**config.mk**
```make
export PLATFORM = sky130hd
export DESIGN_NAME = call_stack
export DESIGN_NICKNAME = d
export VERILOG_FILES = /design/src/rtl/call_stack.sv
export SDC_FILE = /design/constraint.sdc
export NUM_CORES = 1
export LEC_CHECK = 0
export ABC_AREA = 1
export CAP_MARGIN = 10
export CORE_ASPECT_RATIO = 0.9
export CORE_MARGIN = 1.5
export CORE_UTILIZATION = 45
export DETAILED_ROUTE_END_ITERATION = 8
export GPL_TIMING_DRIVEN = 0
export PLACE_DENSITY = 0.65
export SYNTH_ARGS = -nofsm -noshare
export SYNTH_HDL_FRONTEND = slang
export SYNTH_SLANG_ARGS = --single-unit
```
**constraint.sdc**
```tcl
create_clock -name clk -period 4.1 [get_ports clk]
set_input_delay 1.025 -clock clk [delete_from_list [all_inputs] [get_ports clk]]
set_output_delay 1.025 -clock clk [all_outputs]
set_load 0.05 [all_outputs]
```
**src/rtl/call_stack.sv**
```systemverilog
// call_stack
//
// Hardware return-address stack for the multicycle CPU. JAL pushes its
// return address during the ST stage; the stop-bit return path pops the
// saved address back to the PC source mux (PCsrc=0 input).
//
// Parameters:
//   DATA_W - width of one stored address
//   DEPTH  - number of entries (at least 2)
//   CNT_W  - width of the count output
//
// Ports:
//   clk        - single clock, all state changes on the rising edge
//   rst_n      - asynchronous active-low reset
//   st_stage   - high while the control FSM sits in ST_STAGE; qualifies ops
//   StW        - push strobe from the control unit
//   StR        - pop strobe from the control unit
//   push_data  - return address to push (PC+1)
//   clr_err    - synchronous clear of both sticky error flags
//   top_data   - combinational top entry, 0 when empty
//   pop_data   - registered value of the last successful pop
//   pop_valid  - one-cycle pulse in the cycle after a successful pop
//   count      - number of valid entries, 0..DEPTH
//   empty      - count == 0
//   full       - count == DEPTH
//   overflow   - sticky, set by a push to a full stack
//   underflow  - sticky, set by a pop from an empty stack

module call_stack #(
  parameter int DATA_W = 32,
  parameter int DEPTH  = 16,
  parameter int CNT_W  = $clog2(DEPTH + 1)
) (
  input  logic              clk,
  input  logic              rst_n,
  input  logic              st_stage,
  input  logic              StW,
  input  logic              StR,
  input  logic [DATA_W-1:0] push_data,
  input  logic              clr_err,
  output logic [DATA_W-1:0] top_data,
  output logic [DATA_W-1:0] pop_data,
  output logic              pop_valid,
  output logic [CNT_W-1:0]  count,
  output logic              empty,
  output logic              full,
  output logic              overflow,
  output logic              underflow
);

  localparam int AW = (DEPTH > 1) ? $clog2(DEPTH) : 1;

  logic [DATA_W-1:0] mem [DEPTH];
  logic [CNT_W-1:0]  sp;
  logic [CNT_W-1:0]  sp_m1;
  logic [CNT_W-1:0]  sp_next;
  logic [AW-1:0]     top_idx;
  logic [AW-1:0]     wr_idx;
  logic              mem_we;
  logic              pop_fire;
  logic              ov_set;
  logic              un_set;
  logic              do_push;
  logic              do_pop;
  logic              do_repl;

  assign sp_m1   = sp - CNT_W'(1);
  assign top_idx = sp_m1[AW-1:0];
  assign empty   = (sp == '0);
  assign full    = (sp == CNT_W'(DEPTH));
  assign count   = sp;

  // Gated so that stale contents never leak out once the stack is empty.
  assign top_data = empty ? '0 : mem[top_idx];

  // Decode the three operation kinds and their effects on pointer, storage
  // and error flags. A push+pop on an empty stack degrades to a plain push
  // that also records the failed pop half as an underflow.
  always_comb begin
    do_push  = st_stage & StW & ~StR;
    do_pop   = st_stage & StR & ~StW;
    do_repl  = st_stage & StW & StR;
    mem_we   = 1'b0;
    wr_idx   = sp[AW-1:0];
    sp_next  = sp;
    pop_fire = 1'b0;
    ov_set   = 1'b0;
    un_set   = 1'b0;

    if (do_push) begin
      if (full) begin
        ov_set = 1'b1;
      end else begin
        mem_we  = 1'b1;
        sp_next = sp + CNT_W'(1);
      end
    end else if (do_pop) begin
      if (empty) begin
        un_set = 1'b1;
      end else begin
        pop_fire = 1'b1;
        sp_next  = sp_m1;
      end
    end else if (do_repl) begin
      if (empty) begin
        // DEPTH >= 2 guarantees an empty stack is never full.
        mem_we  = 1'b1;
        sp_next = sp + CNT_W'(1);
        un_set  = 1'b1;
      end else begin
        mem_we   = 1'b1;
        wr_idx   = top_idx;
        pop_fire = 1'b1;
      end
    end
  end

  // Storage has no reset; its contents are hidden behind the empty gate.
  always_ff @(posedge clk) begin
    if (mem_we) begin
      mem[wr_idx] <= push_data;
    end
  end

  // Pointer, pop result and sticky flags. An error event in the same cycle
  // as clr_err keeps the flag set.
  always_ff @(posedge clk or negedge rst_n) begin
    if (!rst_n) begin
      sp        <= '0;
      pop_data  <= '0;
      pop_valid <= 1'b0;
      overflow  <= 1'b0;
      underflow <= 1'b0;
    end else begin
      sp        <= sp_next;
      pop_valid <= pop_fire;
      if (pop_fire) begin
        pop_data <= mem[top_idx];
      end
      if (ov_set) begin
        overflow <= 1'b1;
      end else if (clr_err) begin
        overflow <= 1'b0;
      end
      if (un_set) begin
        underflow <= 1'b1;
      end else if (clr_err) begin
        underflow <= 1'b0;
      end
    end
  end

endmodule

```
## Word level (Yosys, flattened, before mapping)

Memories as Yosys holds them, arrays and structs flattened.
Index checks and enable logic that the tools add are counted.

| operators by class | value |
|---|---|
| $add $sub $neg | 2 |
| eq/ne operators | 3 |
| mux-type cells | 30 |
| bitwise operators | 7 |
| reduce and logical (&&, ||, !) cells | 6 |

Operators by type and width:

| kind | number |
|---|---|
| two-way mux 32 bit | 1 |
| two-way mux 5 bit | 6 |
| two-way mux 1 bit | 19 |
| two-way mux 4 bit | 4 |
| nonzero test 3 bit | 2 |
| adder 5 x 1 -> 5 bit (second input constant) | 1 |
| bitwise AND 1 bit | 5 |
| == test 5 bit (second input constant) | 1 |
| logical NOT 5 bit | 1 |
| subtractor 5 x 1 -> 5 bit (second input constant) | 1 |
| AND reduction 4 bit | 1 |
| nonzero test 2 bit | 2 |
| inequality test 3 bit (second input constant) | 1 |
| inequality test 2 bit (second input constant) | 1 |
| inverter 1 bit | 2 |

| word-level totals | value |
|---|---|
| register bits after elaboration | 40 |
| memory bits (writable) | 512 |
| input port bits | 38 |
| output and inout port bits | 74 |
| logic and storage cells | 54 |
| memories | 1 |

Memories:

| name | words | width | read ports | clocked after Yosys merged registers in | wr ports | line | RTL |
|---|---|---|---|---|---|---|---|
| mem | 16 | 32 | 1 | 0 | 1 | 53 | `logic [DATA_W-1:0] mem [DEPTH];` |

## Longest topological paths before layout

| logic depth | value |
|---|---|
| depth in word-level cells | 7 |
| mapped depth | 14 |
| depth with buffers taken out | 10 |

## Worst setup path after synthesis

OpenSTA, ideal clock, no wires.

| path | value |
|---|---|
| path kind | register to output |
| from | reg sp[0], in the netlist count[0] |
| to | out top_data[10] |
| arrival time | 3.116 ns |
| required time | 3.075 ns |
| slack | -0.041 ns |
| stages on the path, launching flop included | 13 |
| path buffers | 5 |
| cell sequence | dfrtp_1 > buf_4 > inv_2 > buf_4 > buf_4 > ha_1 > inv_1 > buf_4 > clkbuf_1 > nand3_1 > nand3_1 > nand3_1 > a21oi_1 |

| between the ends | value |
|---|---|
| cells in the longest elaborated chain, start to end | 3 |
| elaborated cells on any way between the ends | 4 |
| those cells by class | 1 x add/sub; 1 x mux; 1 x reduce/logical; 1 x memory |

Ends and longest elaborated chain:

| element | line | RTL |
|---|---|---|
| start, declared | 54 | `logic [CNT_W-1:0] sp;` |
| start signal, assigned | 135 | `sp <= sp_next;` |
| subtractor 5 x 1 -> 5 bit | 67 | `assign sp_m1 = sp - CNT_W'(1);` |
| memory read (16 x 32 bit) | -- |  |
| two-way mux 32 bit (*) | 74 | `assign top_data = empty ? '0 : mem[top_idx];` |
| end, declared | 41 | `output logic [DATA_W-1:0] top_data,` |

Every way passes the cells marked *; elsewhere a longest branch is shown, timed or not.

## Worst setup path in the final report

| path | value |
|---|---|
| from | reg sp[0], in the netlist count[0] |
| to | out top_data[17] |

The elaborated chain is that of the path after synthesis.

==> impl_metrics.toml <==
[timing]
rsz0062_at_grt = "true"
tightestPinTransition_ns = 0.893
setup_viol = 0
slew_headroom = 0.404
fmax_ghz = 0.249
timing.final.crit_share = 0.978
final_max_slew_viol_count = 0
fin_crit_ns = 4.01
finalHoldViolCount = 0
skew_ns = 0.0222

[placed_design]
placedCellCount = 3169
port_buffers = 111
hpwl_um = 45300
gp_congestion = 0.843

[clock_tree]
cts.clk_slew.worst_paths_ns = 0.06
cts_buffers = 57
clk_latency_ns = 0.61
clockBufferDepth = 3
clock_sinks = 552
cts_tree = "done"
cts_root_buf = "clkbuf_16"
h-tree-depth = 2

[setup_path]
cpMostUsedCell = "nand3_1"
crit_type = "register to primary output"
crit_fanout = 10
worstPathRequired_ns = 3.07
crit_chain = "buf_6, inv_4, buf_8, buf_12, ha_4, inv_2, buf_12, clkbuf_8, nand3_1, nand3_1, nand3_1, a21oi_2, buf_4"
arrival_ns = 2.99
startpoint_type = "register"
endpoint_kind = "primary output"
critPathSlowestCell = "dfrtp_1"
slowest_delay_ns = 0.40

[logic_synthesis]
synthXorXnorAreaFrac = 0.00328
synth_top_area_frac = 0.640
synth_edf_count = 512
ys_warn_count = 0
synthMuxAreaShare = 0
synthArstFlopShare = 0.0725
ys_seq_area_frac = 0.681
synth_top_family_by_area = "simple AND/OR/NAND/NOR gates"
synth_common_cells = "nand2_1, edfxtp_1, inv_1"
synth-main-ff-cell = "edfxtp_1"
yosysMostFrequentCell = "nand2_1"
synthAdderAreaFrac = 0.00156
synthTopCellsByArea = "edfxtp_1, nand2_1, nand3_1"
netlist_area_um2 = 24000
synthSimpleGateAreaFrac = 0.202
syn_inst = 2344
synth-compound-area-share = 0.0155
synth-seq-cells = 552
synthesis.nets = 2385
avgSynthCellArea_um2 = 10.3
yosysTopAreaCell = "edfxtp_1"
yosysUniqueCellTypes = 24

[detailed_routing]
routed_wl_um = 67900
first_pass_iters = 6
antenna_left = 0
route.detailed.drc = 0
vias = 17272
avgRoutedWirePerCell_um = 20.7
drt_iter0_drc = 1966
viasPerCell = 5.26

[floorplan]
die_width_um = 247
fp.dieArea_um2 = 54800
ios = 112
num_rows = 80
core_um2 = 52900
start_util = 0.455
die_h_um = 222

[job]
cap_violations = 0

[grt]
grt_start_max_net_pins = 28
grt_pass1_wl_um = 101000
gr-total-overflow = 0
grt_antenna_before_repair = 0
grt_pass1_vias = 16611
grt_use_total = 0.249

[finish]
n_antenna_cell = 0
nFillCells = 4422
instances_no_fill = 3283
syn2layout_area_growth_pct = 19.7
fin_nets = 2579
layout-drive-gt1-share = 0.122

[hold_path]
hp-class = "input pin to asynchronous set/reset pin"

[status]
status = "finished clean"
-- path summary, 6_finish.rpt --
path                             start           end  slack [ns]  depth (start not counted)
setup / recovery              count[0]  top_data[17]        0.09                         13
hold / removal                   rst_n   pop_data[5]        0.34                          1
setup reg to reg              count[0]    mem[5][21]        0.55                         13
hold reg to reg            pop_data[0]   pop_data[0]        0.48                          2
max in group asynchronous        rst_n  pop_data[23]        3.16                          2
min in group clk           pop_data[0]   pop_data[0]        0.48                          2
-- per-stage QoR --
| step | util | area [um2] | hold slack, ns | setup TNS, ns | setup WS, ns |
|---|---|---|---|---|---|
| after floorplan | - | 24200 | 0.729 | 0 | 0.0717 |
| after global placement | 0.494 | 26100 | 0.462 | -830.74 | -1.92 |
| after detailed placement | 0.505 | 26700 | 0.465 | -28.87 | -0.934 |
| after CTS | 0.543 | 28700 | 0.341 | 0 | 0.0105 |
| after global routing | 0.544 | 28800 | 0.364 | -0.00511 | -0.00355 |
| final | 0.544 | 28800 | 0.337 | 0 | 0.0890 |
-- cell usage in the layout, fill, tap and decap left out, types with 2 or more instances in the layout --
cell type / n
nand2_1: 739
edfxtp_1: 512
inv_1: 429
nand3_1: 382
clkdlybuf4s50_1: 77
clkbuf_16: 59
buf_4: 46
buf_2: 42
dfrtp_1: 40
o21ai_0: 34
buf_6: 33
a21oi_2: 33
clkbuf_1: 29
nor2_4: 17
clkbuf_8: 16
clkinv_2: 10
buf_16: 10
buf_12: 9
nand3_2: 8
nor2_1: 8
clkbuf_4: 8
xor2_1: 7
clkinv_1: 6
buf_8: 4
inv_2: 4
clkbuf_2: 3
nand2_2: 3
o21ai_1: 3
ha_4: 2
-- state kept, by name, summed over array words and instances (netlist names) --
| signal | count |
|---|---|
| mem | 512 |
| pop_data | 32 |
| count | 5 |
| overflow | 1 |
| pop_valid | 1 |
| underflow | 1 |
-- final cells by class --
class                   count  area (um2)  share of cell area
clock inverters            20         128             0.00444
plain buffers             115         917              0.0319
repair buffers            135        1560              0.0541
clock buffers              87        1630              0.0567
inverters                 434        1630              0.0567
multi-input cells        1243        5660               0.197
well taps                 697         872              0.0303
flip-flops and latches    552       16400               0.569
-- cell families after synthesis --
family                     count (synthesis)
and+or+nand+nor                         1158
DFF                                      552
buffers and inverters                    549
AOI/OAI and AO/OA                         73
xor gates and xnor gates                   9
adders and majority gates                  3
-- repair_timing --
item,CTS,global route
endpoints found under the setup margin,125,33
cloned,1,0
hold buffers,0,0
setup buffers,4,2
pin swaps,4,5
resized for setup,296,15
-- critical path: cells and delay by family, from the launching register on --
family	cells	cell delay [ns]
buffers and inverters	8	1.19
flip-flops	1	0.40
AND/OR/NAND/NOR	3	0.34
adder cells (fa/ha/maj)	1	0.22
AO/OA/AOI/OAI	1	0.20
-- per-layer routing --
metal	up-vias	routed length [um]	share of wire	global-route usage
met5	-	0	0	0
met4	0	2980	0.044	0.112
met3	190	6090	0.090	0.0492
met2	852	30900	0.45	0.384
met1	8291	28000	0.41	0.341
li1	7939	-	-	-
Power is left out: the tool's default activity adds up to more than one toggle a clock period on the data nets, which glitch-free logic cannot reach.
==> RTL edit (config.mk and constraints unchanged) <==
Make the reset (`rst_n`) synchronous in one clocked block. Comments in the files are not updated.
--- a/src/rtl/call_stack.sv
+++ b/src/rtl/call_stack.sv
@@ -126,3 +126,3 @@
   // as clr_err keeps the flag set.
-  always_ff @(posedge clk or negedge rst_n) begin
+  always_ff @(posedge clk) begin
     if (!rst_n) begin
Function: changed (Yosys sat finds a counterexample within 4 cycles, from zero or initial values and one cycle with rst_n low; the reset may be asserted at any time).
==> RTL edit against the original RTL <==
Cell area rose by 0.35%; sequential cell count did not move; via count rose by 0.13%; setup slack got worse by 0.012 ns; area after synthesis fell by 1.1%; critical path depth fell by 4; routed wire length rose by 0.35%.
==> RTL edit: results (changes against the original RTL) <==
status=completed (unchanged); gr usage total=0.2518 (was 0.2486); TritonCTS Buffers=56 (was 57); Net Count, Synth=2402 (was 2385); pre-CTS WS=-1.385 ns (was -0.9336 ns); Plain + repair buffers=255 (was 250); Routed WL=68160 um (was 67920 um); dominant cells by area after synthesis=edfxtp_1 65%, nand2_1 11%, nand3_1 8.3% (was edfxtp_1 64%, nand2_1 12%, nand3_1 8.1%); Hold WC Path Type=flip-flop to flip-flop (was input pin to async pin); FFs & Latches=552 (unchanged); drt wl/cell=20.72 um (was 20.69 um); clk tree area frac=0.06223 (was 0.06114); multi-input combinational cell count=1288 (was 1243); final instance area=0.02887 sq mm (was 0.02877 sq mm); # clk buffers=73 (was 87); Syn Area/Cell=10.06 sq um (was 10.25 sq um); largest net degree at the start of global routing=21 (was 28); Final nets=2596 (was 2579); non-clk buf share=0.08948 (was 0.08597); Fillers=4210 (was 4422); Netlist cell types=22 (was 24); GPL Wtd Cong=0.8514 (was 0.8434); placed cells=3176 (was 3169); Post-synth top cells=705 x nand2_1, 512 x edfxtp_1, 397 x inv_1 (was 739 x nand2_1, 512 x edfxtp_1, 430 x inv_1); DP HPWL=44970 um (was 45260 um); Non-clk invs=402 (was 434); WP data arrival=3.00 ns (was 2.99 ns); fraction of area in multi-input gates=0.2057 (was 0.1968); Crit-path slowest cell=dfxtp_1 (was dfrtp_1); clk_skew=0.01519 ns (was 0.02224 ns); post-CTS resize count=346 (was 296)
==> RTL edit: worst paths after layout <==
path                            cells past startpoint  startpoint           to  slack, ns
worst min-delay path                                2   underflow    underflow       0.47
worst max-delay path                                9    count[1]  top_data[6]       0.08
worst max register to register                     12    count[0]   mem[1][18]       0.54
worst min register to register                      2   underflow    underflow       0.47
==> RTL edit: kinds of logic after synthesis <==
group,share of synthesized area
adder cells (fa/ha/maj),0.001580
buffers and inverters,0.08800
flip-flops,0.6808
AND/OR/NAND/NOR,0.2122
XOR/XNOR,0.001844
AO/OA/AOI/OAI,0.01559
==> RTL edit: tightest hold or removal path: stages, from the launching register on <==
cell and delay (ns):
dfxtp_1 0.31, nand2_1 0.06, a21oi_1 0.06
==> RTL edit: per-layer routing <==
metal | track usage | vias to the layer above | share of wire
met1 | 0.3553 | 8207 | 0.41
li1 | - | 8032 | -
met2 | 0.3947 | 922 | 0.46
met3 | 0.04039 | 134 | 0.098
met4 | 0.09020 | 0 | 0.032
met5 | 0 | - | 0
